File: config.mk
export PLATFORM = sky130hd
export DESIGN_NAME = fir_response_capture
export DESIGN_NICKNAME = d
export VERILOG_FILES = /design/src/rtl/fir_response_capture.sv
export SDC_FILE = /design/constraint.sdc
export NUM_CORES = 1
export LEC_CHECK = 0
export BUFFER_PORTS_ARGS = -buffer_cell sky130_fd_sc_hd__buf_2
export CORE_MARGIN = 2
export CORE_UTILIZATION = 45
export CTS_CLUSTER_SIZE = 10
export DETAILED_ROUTE_END_ITERATION = 12
export HOLD_SLACK_MARGIN = 0.15
export PLACE_DENSITY_LB_ADDON = 0.15
export RECOVER_POWER = 100
export SLEW_MARGIN = 10
export SYNTH_ARGS = -nofsm -noshare
export SYNTH_HDL_FRONTEND = slang
export SYNTH_SLANG_ARGS = --single-unit
File: constraint.sdc
create_clock -name clk -period 7.11 [get_ports clk]
set_input_delay 1.422 -clock clk [delete_from_list [all_inputs] [get_ports clk]]
set_output_delay 1.422 -clock clk [all_outputs]
set_load 0.03 [all_outputs]
File: src/rtl/fir_response_capture.sv
// Captures DEPTH filter samples after the first non-zero valid sample, then reads them out via valid/ready.
// Optional FIR_CAP_SUM_EN adds cap_sum, the unsigned running sum of the stored samples.
module fir_response_capture #(
  parameter int N       = 16,
  parameter int DEPTH   = 16,
  parameter int TIMEOUT = 1024
) (
  input  logic                     clk,
  input  logic                     reset,
  input  logic [N-1:0]             data_in,
  input  logic                     sample_valid,
  input  logic                     arm,
  input  logic                     abort,
  output logic [N-1:0]             rd_data,
  output logic [$clog2(DEPTH)-1:0] rd_index,
  output logic                     rd_valid,
  input  logic                     rd_ready,
  output logic                     busy,
  output logic                     done,
  output logic                     timeout
`ifdef FIR_CAP_SUM_EN
  ,
  output logic [N+$clog2(DEPTH)-1:0] cap_sum
`endif
);

  localparam int AW = $clog2(DEPTH);
  localparam int TW = $clog2(TIMEOUT + 1);
  localparam logic [AW-1:0] LAST   = AW'(DEPTH - 1);
  localparam logic [AW-1:0] ZERO_A = '0;
  localparam logic [TW-1:0] TLAST  = TW'(TIMEOUT - 1);

  typedef enum logic [1:0] {IDLE, ARMED, CAPTURE, READOUT} state_t;

  state_t          state_q, state_d;
  logic [AW-1:0]   wr_idx_q, wr_idx_d;
  logic [AW-1:0]   rd_idx_q, rd_idx_d;
  logic [AW-1:0]   rd_next;
  logic [TW-1:0]   tcnt_q, tcnt_d;
  logic [N-1:0]    rd_data_q, rd_data_d;
  logic            rd_valid_q, rd_valid_d;
  logic            busy_q, busy_d;
  logic            done_q, done_d;
  logic            timeout_q, timeout_d;
  logic            we;
  logic [AW-1:0]   wa;

  logic [N-1:0]    mem [DEPTH];

`ifdef FIR_CAP_SUM_EN
  logic [N+AW-1:0] sum_q, sum_d;
`endif

  assign rd_next = rd_idx_q + AW'(1);

  always_comb begin
    state_d    = state_q;
    wr_idx_d   = wr_idx_q;
    rd_idx_d   = rd_idx_q;
    tcnt_d     = tcnt_q;
    rd_data_d  = rd_data_q;
    rd_valid_d = rd_valid_q;
    timeout_d  = timeout_q;
    done_d     = 1'b0;
    we         = 1'b0;
    wa         = wr_idx_q;
`ifdef FIR_CAP_SUM_EN
    sum_d      = sum_q;
`endif
    case (state_q)
      IDLE: begin
        if (arm && !abort) begin
          state_d   = ARMED;
          timeout_d = 1'b0;
          wr_idx_d  = '0;
          tcnt_d    = '0;
`ifdef FIR_CAP_SUM_EN
          sum_d     = '0;
`endif
        end
      end
      ARMED: begin
        if (sample_valid && (data_in != '0)) begin
          we       = 1'b1;
          wa       = ZERO_A;
          wr_idx_d = AW'(1);
          state_d  = CAPTURE;
        end else if (tcnt_q == TLAST) begin
          state_d   = IDLE;
          timeout_d = 1'b1;
        end else begin
          tcnt_d = tcnt_q + TW'(1);
        end
      end
      CAPTURE: begin
        if (sample_valid) begin
          we       = 1'b1;
          wr_idx_d = wr_idx_q + AW'(1);
          // Slot 0 was written while ARMED, so it can be fetched alongside the final store.
          if (wr_idx_q == LAST) begin
            state_d    = READOUT;
            rd_idx_d   = '0;
            rd_valid_d = 1'b1;
            rd_data_d  = mem[ZERO_A];
          end
        end
      end
      READOUT: begin
        if (rd_valid_q && rd_ready) begin
          if (rd_idx_q == LAST) begin
            state_d    = IDLE;
            rd_valid_d = 1'b0;
            done_d     = 1'b1;
          end else begin
            rd_idx_d  = rd_next;
            rd_data_d = mem[rd_next];
          end
        end
      end
      default: state_d = IDLE;
    endcase
    if (abort) begin
      state_d    = IDLE;
      rd_valid_d = 1'b0;
      done_d     = 1'b0;
      we         = 1'b0;
    end
`ifdef FIR_CAP_SUM_EN
    if (we) sum_d = sum_q + (N+AW)'(data_in);
`endif
    busy_d = (state_d != IDLE);
  end

  always_ff @(posedge clk or negedge reset) begin
    if (!reset) begin
      state_q    <= IDLE;
      wr_idx_q   <= '0;
      rd_idx_q   <= '0;
      tcnt_q     <= '0;
      rd_data_q  <= '0;
      rd_valid_q <= 1'b0;
      busy_q     <= 1'b0;
      done_q     <= 1'b0;
      timeout_q  <= 1'b0;
    end else begin
      state_q    <= state_d;
      wr_idx_q   <= wr_idx_d;
      rd_idx_q   <= rd_idx_d;
      tcnt_q     <= tcnt_d;
      rd_data_q  <= rd_data_d;
      rd_valid_q <= rd_valid_d;
      busy_q     <= busy_d;
      done_q     <= done_d;
      timeout_q  <= timeout_d;
    end
  end

  // Buffer survives reset and abort; rd_valid alone marks its contents as meaningful.
  always_ff @(posedge clk) begin
    if (we) mem[wa] <= data_in;
  end

`ifdef FIR_CAP_SUM_EN
  always_ff @(posedge clk or negedge reset) begin
    if (!reset) sum_q <= '0;
    else        sum_q <= sum_d;
  end
  assign cap_sum = sum_q;
`endif

  assign rd_data  = rd_data_q;
  assign rd_index = rd_idx_q;
  assign rd_valid = rd_valid_q;
  assign busy     = busy_q;
  assign done     = done_q;
  assign timeout  = timeout_q;

endmodule

==> results of run 1 <==
==> report_power, final <==
group          internal, W  total, W  leakage, nW  switching, W
clock              0.00100   0.00165        0.504      0.000644
sequential         0.00197   0.00206         2.82     0.0000858
combinational     0.000453   0.00108         1.07      0.000627
==> cells in the final DEF, fill, tap and decap left out, types with 3 or more instances in the layout <==
cell type	netlist	final
buf_4	1	5
nand2b_1	6	6
o21ai_0	15	16
edfxtp_1	256	256
ha_1	7	7
nor4_4	4	3
buf_2	9	5
dfrtp_1	41	40
inv_1	6	6
mux4_2	64	64
a21oi_1	25	25
nor2_1	45	45
nor2b_1	3	3
nor4_1	2	4
mux2i_1	65	65
clkbuf_16	0	37
a31o_1	4	4
nor3b_1	3	3
nand2_1	21	21
clkbuf_1	7	71
nor3_1	4	4
nand4_1	6	6
nand3b_1	5	5
nand3_1	6	6
==> synthesized netlist by cell type (4+ instances only) <==
cell      count  area [um2]
a21oi_1      25         125
a31o_1        4        35.0
buf_1         4        15.0
buf_2         9        45.0
buf_6         7        78.8
clkbuf_1      7        26.3
dfrtp_1      41        1030
edfxtp_1    256        7690
ha_1          7        87.6
inv_1         6        22.5
mux2i_1      65         651
mux4_2       64        1440
nand2_1      21        78.8
nand2b_1      6        37.5
nand3_1       6        30.0
nand3b_1      5        37.5
nand4_1       6        37.5
nor2_1       45         169
nor3_1        4        20.0
nor4_4        4        85.1
o21ai_0      15        75.1
==> metrics by stage <==
stage | cell area, um2 | power, W
finish | 13800 | 0.00478
global route | 13800 | 0.00500
CTS | 14000 | 0.00487
detailed placement | 12900 | 0.00322
global placement | 12900 | 0.00319
floorplan | 12300 | 0.00292
==> routing by layer <==
metal	GRT usage	part of all wire
met5	0	0
met4	0.0491	0.018
met3	0.0254	0.037
met2	0.322	0.50
met1	0.269	0.44
==> cell type report <==
type | count | area, um2
flip-flops and latches | 297 | 8720
well taps | 341 | 427
multi-input cells | 325 | 3340
clock inverters | 3 | 38.8
repair buffers | 57 | 239
clock buffers | 61 | 1020
inverters | 7 | 26.3
fillers | 2195 | 13100
==> critical path, delay by kind of cell <==
kind	cells	cell delay, ns
and+or+nand+nor	4	3.27
AOI/OAI and AO/OA	1	0.53
buffers and inverters	1	0.28
==> sequential cells by signal, indices dropped and copies added, names as in the netlist <==
name / count
wr_idx_q: 4
rd_data: 16
done: 1
rd_index: 4
state_q: 2
timeout: 1
mem: 256
rd_valid: 1
tcnt_q: 11
busy: 1
==> cells by family after synthesis <==
logic type,Yosys count
flip-flops,297
multiplexers,129
AND/OR/NAND/NOR,123
AO/OA/AOI/OAI,63
buffers and inverters,35
adder cells (fa/ha/maj),7
XOR/XNOR,3
==> worst max-delay path by stage <==
stage,cells after the start,endpoint
global placement,7,mem[13][13]
detailed placement,7,mem[13][13]
CTS,7,mem[13][5]
global route,6,mem[14][5]
finish,6,mem[15][10]
floorplan,5,mem[13][0]
==> results.sh, run 1 <==
export IMPL_postCtsSetupBuffers=0
export IMPL_std_cell_rows=60
export IMPL_cts_tree="yes"
export IMPL_synthXorXnorAreaFrac=0.00427
export IMPL_arrival_ns=5.51
export IMPL_drtIter0Drc=519
export IMPL_worstPathMaxFanout=17
export IMPL_status="complete, but fails checks"
export IMPL_yosys_area_share_simple=0.0567
export IMPL_cts_buffers=36
export IMPL_critical_path_class="in2reg"
export IMPL_r2r_setup_slack_ns=2.97
export IMPL_placed_cells=1027
export IMPL_clk_pin_slew_ns=0.06
export IMPL_die_area_um2=28700
export IMPL_wl_um=26600
export IMPL_io_buffers=45
export IMPL_layoutNonFillerInstCount=1091
export IMPL_required_ns=7.18
export IMPL_fin_nets=753
export IMPL_synth_top_family_by_area="multiplexers"
export IMPL_die_w_um=169
export IMPL_relSlewSlack=-0.634
export IMPL_antenna_left=0
export IMPL_overflow=0
export IMPL_ios=46
export IMPL_crit_path_max_incr_delay_ns=1.62
export IMPL_netlist_instances=657
export IMPL_synth_edf_count=256
export IMPL_worstSetupStartpoint="data_in[5]"
export IMPL_clkLatencyLatePin_ns=0.50
export IMPL_hp_class="reg2reg"
export IMPL_synth_nets=686
export IMPL_cts_buffer_depth=3
export IMPL_hold_depth=1
export IMPL_drt_pass1_iterations=5
export IMPL_synth_seq_cells=297
export IMPL_tightest_slew_ns=2.45
export IMPL_violations="max-capacitance violations, max-slew violations"
export IMPL_fmax_mhz=184
export IMPL_ys_types=57
export IMPL_die_h_um=169
export IMPL_end_kind="register"
export IMPL_grt_first_pass_wirelength_um=40700
export IMPL_synth_mux_area_frac=0.170
export IMPL_cpMaxStageDelayCell="nor2_1"
export IMPL_cts_root_buf="clkbuf_16"
export IMPL_dpl_hpwl_um=15900
export IMPL_grt_max_degree=52
export IMPL_finalHoldViolCount=0
export IMPL_start_kind="input pin"
export IMPL_r2r_end="mem[12][2]"
export IMPL_slew_viol_final=262
export IMPL_vias_per_cell=5.70
export IMPL_avgRoutedWirePerCell_um=24.4
export IMPL_fin_setup_tns_ns=0
export IMPL_routabilityCongestion=0.776
export IMPL_fin_ws_ns=1.67
export IMPL_dp_slack_ns=2.50
export IMPL_critical_path_most_common_cell="nor4_1"
export IMPL_cp_cell_sequence="clkbuf_1 -> nor4_1 -> a41oi_1 -> nor4_1 -> nand3_1 -> nor2_1"
export IMPL_ys_warn_count=0
export IMPL_whs_ns=0.499
export IMPL_synthAdderAreaFrac=0.00712
export IMPL_synth_seq_area_share=0.708
export IMPL_peakVddDrop_v=0.000214
export IMPL_antenna_cells=0
export IMPL_powerDensity_nw_per_um2=347
export IMPL_cts_sinks=297
export IMPL_hp_start="timeout"
export IMPL_first_global_vias=6541
export IMPL_cts_hold_buf=0
export IMPL_start_util=0.458
export IMPL_synth_compound_area_frac=0.0373
export IMPL_synth_area_um2=12300
export IMPL_synth_top_flop_cell="edfxtp_1"
export IMPL_syn_to_final_growth_pct=12.2
export IMPL_min_period_ns=5.44
export IMPL_layout_drive_gt1_share=0.168
export IMPL_ctsResizeCount=0
export IMPL_max_cap_violations=13
export IMPL_htreeDepth=2
export IMPL_core_area_um2=26900
export IMPL_hold_path_endpoint="timeout"
export IMPL_setup_violations_final=0
export IMPL_grtUsageTotal=0.192
export IMPL_fin_skew_ns=0.0139
export IMPL_rr_startpoint="state_q[1]"
export IMPL_p_leak_nw=4.40
export IMPL_syn_avg_cell_area_um2=18.7
export IMPL_antenna_found_initial=0
export IMPL_r2r_cells=6
export IMPL_final_core_util=0.514
export IMPL_synthArstFlopShare=0.138
export IMPL_route_detailed_drc=0
export IMPL_fin_crit_sh=0.765
export IMPL_vias=6222
export IMPL_rsz0062_at_grt="no"
Power figures use the tool's default switching activity.
==> run 2: changes to the inputs <==
Clock period 7.11 ns to 4.7 ns, I/O delays scaled along.
==> run 2 against run 1 <==
The run still ends with max-capacitance violations, max-slew violations left. Sequential share of layout area is 0.59 points lower. Clock-buffer cell count is 12 lower. Register-to-register slack worse by 1.8 ns. Global-route usage is 0.30 points higher. Non-clock buffer count is 20 higher. Sequential cell count stayed put. Total power is 51% higher. Sequential power is 49% higher. First-iteration DRC count is 8.9% lower. Worst setup slack worse by 0.80 ns. Critical path type unchanged. Largest power group unchanged.
==> results.sh, run 2 (synthesized netlist as in run 1, its figures left out) <==
export IMPL_fin_setup_tns_ns=0
export IMPL_layout_drive_gt1_share=0.192
export IMPL_p_clk_frac=0.341
export IMPL_die_w_um=169
export IMPL_fillers=2173
export IMPL_route_detailed_drc=0
export IMPL_seqPwrFrac=0.424
export IMPL_first_global_vias=6661
export IMPL_cts_root_buf="clkbuf_16"
export IMPL_avgRoutedWirePerCell_um=24.5
export IMPL_cts_buffers=36
export IMPL_vias_per_cell=5.79
export IMPL_setup_violations_final=0
export IMPL_grt_util_met2=0.313
export IMPL_antenna_cells=0
export IMPL_min_period_ns=3.83
export IMPL_rsz0062_at_grt="no"
export IMPL_peakVddDrop_v=0.000270
export IMPL_vias=6378
export IMPL_cts_tree="yes"
export IMPL_tightest_slew_ns=2.44
export IMPL_antenna_left=0
export IMPL_syn_to_final_growth_pct=13.3
export IMPL_cts_buffer_depth=3
export IMPL_r2r_cells=7
export IMPL_hp_class="reg2reg"
export IMPL_critical_path_class="in2reg"
export IMPL_fmax_mhz=261
export IMPL_dpl_hpwl_um=16700
export IMPL_max_cap_violations=2
export IMPL_std_cell_rows=60
export IMPL_placed_cells=1047
export IMPL_p_leak_nw=4.47
export IMPL_drt_pass1_iterations=5
export IMPL_clkLatencyLatePin_ns=0.53
export IMPL_crit_path_max_incr_delay_ns=0.73
export IMPL_arrival_ns=3.95
export IMPL_relSlewSlack=-0.627
export IMPL_start_util=0.458
export IMPL_critical_path_most_common_cell="clkbuf_1"
export IMPL_layout_common_cells="edfxtp_1, clkbuf_1, mux2i_1"
export IMPL_io_buffers=45
export IMPL_p_sw_frac=0.288
export IMPL_cpMaxStageDelayCell="clkbuf_1"
export IMPL_overflow=0
export IMPL_postCtsSetupBuffers=0
export IMPL_largest_register_ffs=256
export IMPL_core_area_um2=26900
export IMPL_die_area_um2=28700
export IMPL_antenna_found_initial=1
export IMPL_busiest_layer="met2"
export IMPL_layoutNonFillerInstCount=1101
export IMPL_met1_usage=0.276
export IMPL_worstPathMaxFanout=17
export IMPL_final_common_cell="edfxtp_1"
export IMPL_grt_first_pass_wirelength_um=41200
export IMPL_clk_pin_slew_ns=0.05
export IMPL_fin_skew_ns=0.0155
export IMPL_end_kind="register"
export IMPL_required_ns=4.82
export IMPL_start_kind="input pin"
export IMPL_grtUsageMet3=0.0396
export IMPL_combPwrFrac=0.235
export IMPL_slew_viol_final=69
export IMPL_cts_hold_buf=0
export IMPL_hold_depth=2
export IMPL_wl_um=26900
export IMPL_status="complete, but fails checks"
export IMPL_cp_cell_sequence="clkbuf_1 -> nor4_4 -> a41oi_1 -> nor4_1 -> nand3b_1 -> nor2_1 -> clkbuf_1"
export IMPL_switchingPower_w=0.00208
export IMPL_grt_max_degree=42
export IMPL_powerDensity_nw_per_um2=520
export IMPL_regMostFlops="mem"
export IMPL_p_int_w=0.00516
export IMPL_finalHoldViolCount=0
export IMPL_fin_crit_sh=0.815
export IMPL_fin_nets=773
export IMPL_die_h_um=169
export IMPL_ctsResizeCount=0
export IMPL_htreeDepth=2
export IMPL_ios=46
export IMPL_grtUsageTotal=0.195
export IMPL_drtIter0Drc=473
export IMPL_cts_sinks=297
export IMPL_violations="max-capacitance violations, max-slew violations"
export IMPL_routabilityCongestion=0.750
[run 2: cell count changes in the layout (fill, tap and decap cells not counted), sizes merged]
| cell | before | now |
|---|---|---|
| inv | 7 | 9 |
| buf | 10 | 21 |
| clkbuf | 108 | 105 |
[run 2: worst paths after layout]
check                                 start          end  slack [ns]
worst max-delay path            data_in[13]    mem[5][0]        0.87
worst min-delay path            rd_data[13]  rd_data[13]        0.53
worst max register to register   state_q[1]   mem[12][0]        1.22
worst min register to register  rd_data[13]  rd_data[13]        0.53
max in group asynchronous             reset  rd_index[0]        1.70
min in group asynchronous             reset     rd_valid        1.26
[run 2: power by group through the flow]
stage / logic (W) / clock network (W) / registers (W)
3_5_place_dp: 0.00177 / 0 / 0.00312
5_1_grt: 0.00186 / 0.00262 / 0.00308
4_1_cts: 0.00177 / 0.00252 / 0.00307
3_3_place_gp: 0.00175 / 0 / 0.00311
2_1_floorplan: 0.00115 / 0 / 0.00326
6_report: 0.00170 / 0.00247 / 0.00307
[run 2: final cells by class]
cell class / instances / area (um2) / area share
Clock buffer: 49 / 950 / 0.0682
Clock inverter: 5 / 80.1 / 0.00575
Inverter: 7 / 26.3 / 0.00189
Multi-Input combinational cell: 325 / 3370 / 0.242
Sequential cell: 297 / 8720 / 0.626
Tap cell: 341 / 427 / 0.0306
Timing Repair Buffer: 77 / 367 / 0.0263
[run 2: worst max-delay path: cells and delay by family]
family                 cells  cell delay [ns]
AND/OR/NAND/NOR            4             1.51
buffers and inverters      2             1.08
AO/OA/AOI/OAI              1             0.41
[run 2: per-layer routing]
layer  part of all wire  wire (um)
met5            0.00048         13
met4              0.021        566
met3              0.058       1550
met2               0.48      12900
met1               0.44      12000
[run 2: through the flow]
stage	utilization	total power (W)	worst slack (ns)	hold slack [ns]	cell area, um2
after floorplan	-	0.00441	1.56	0.496	12300
after global placement	0.487	0.00487	1.04	0.506	13100
after detailed placement	0.487	0.00488	0.942	0.513	13100
after CTS	0.525	0.00736	1.43	0.527	14100
after global routing	0.518	0.00756	0.583	0.554	13900
final	0.518	0.00724	0.871	0.530	13900
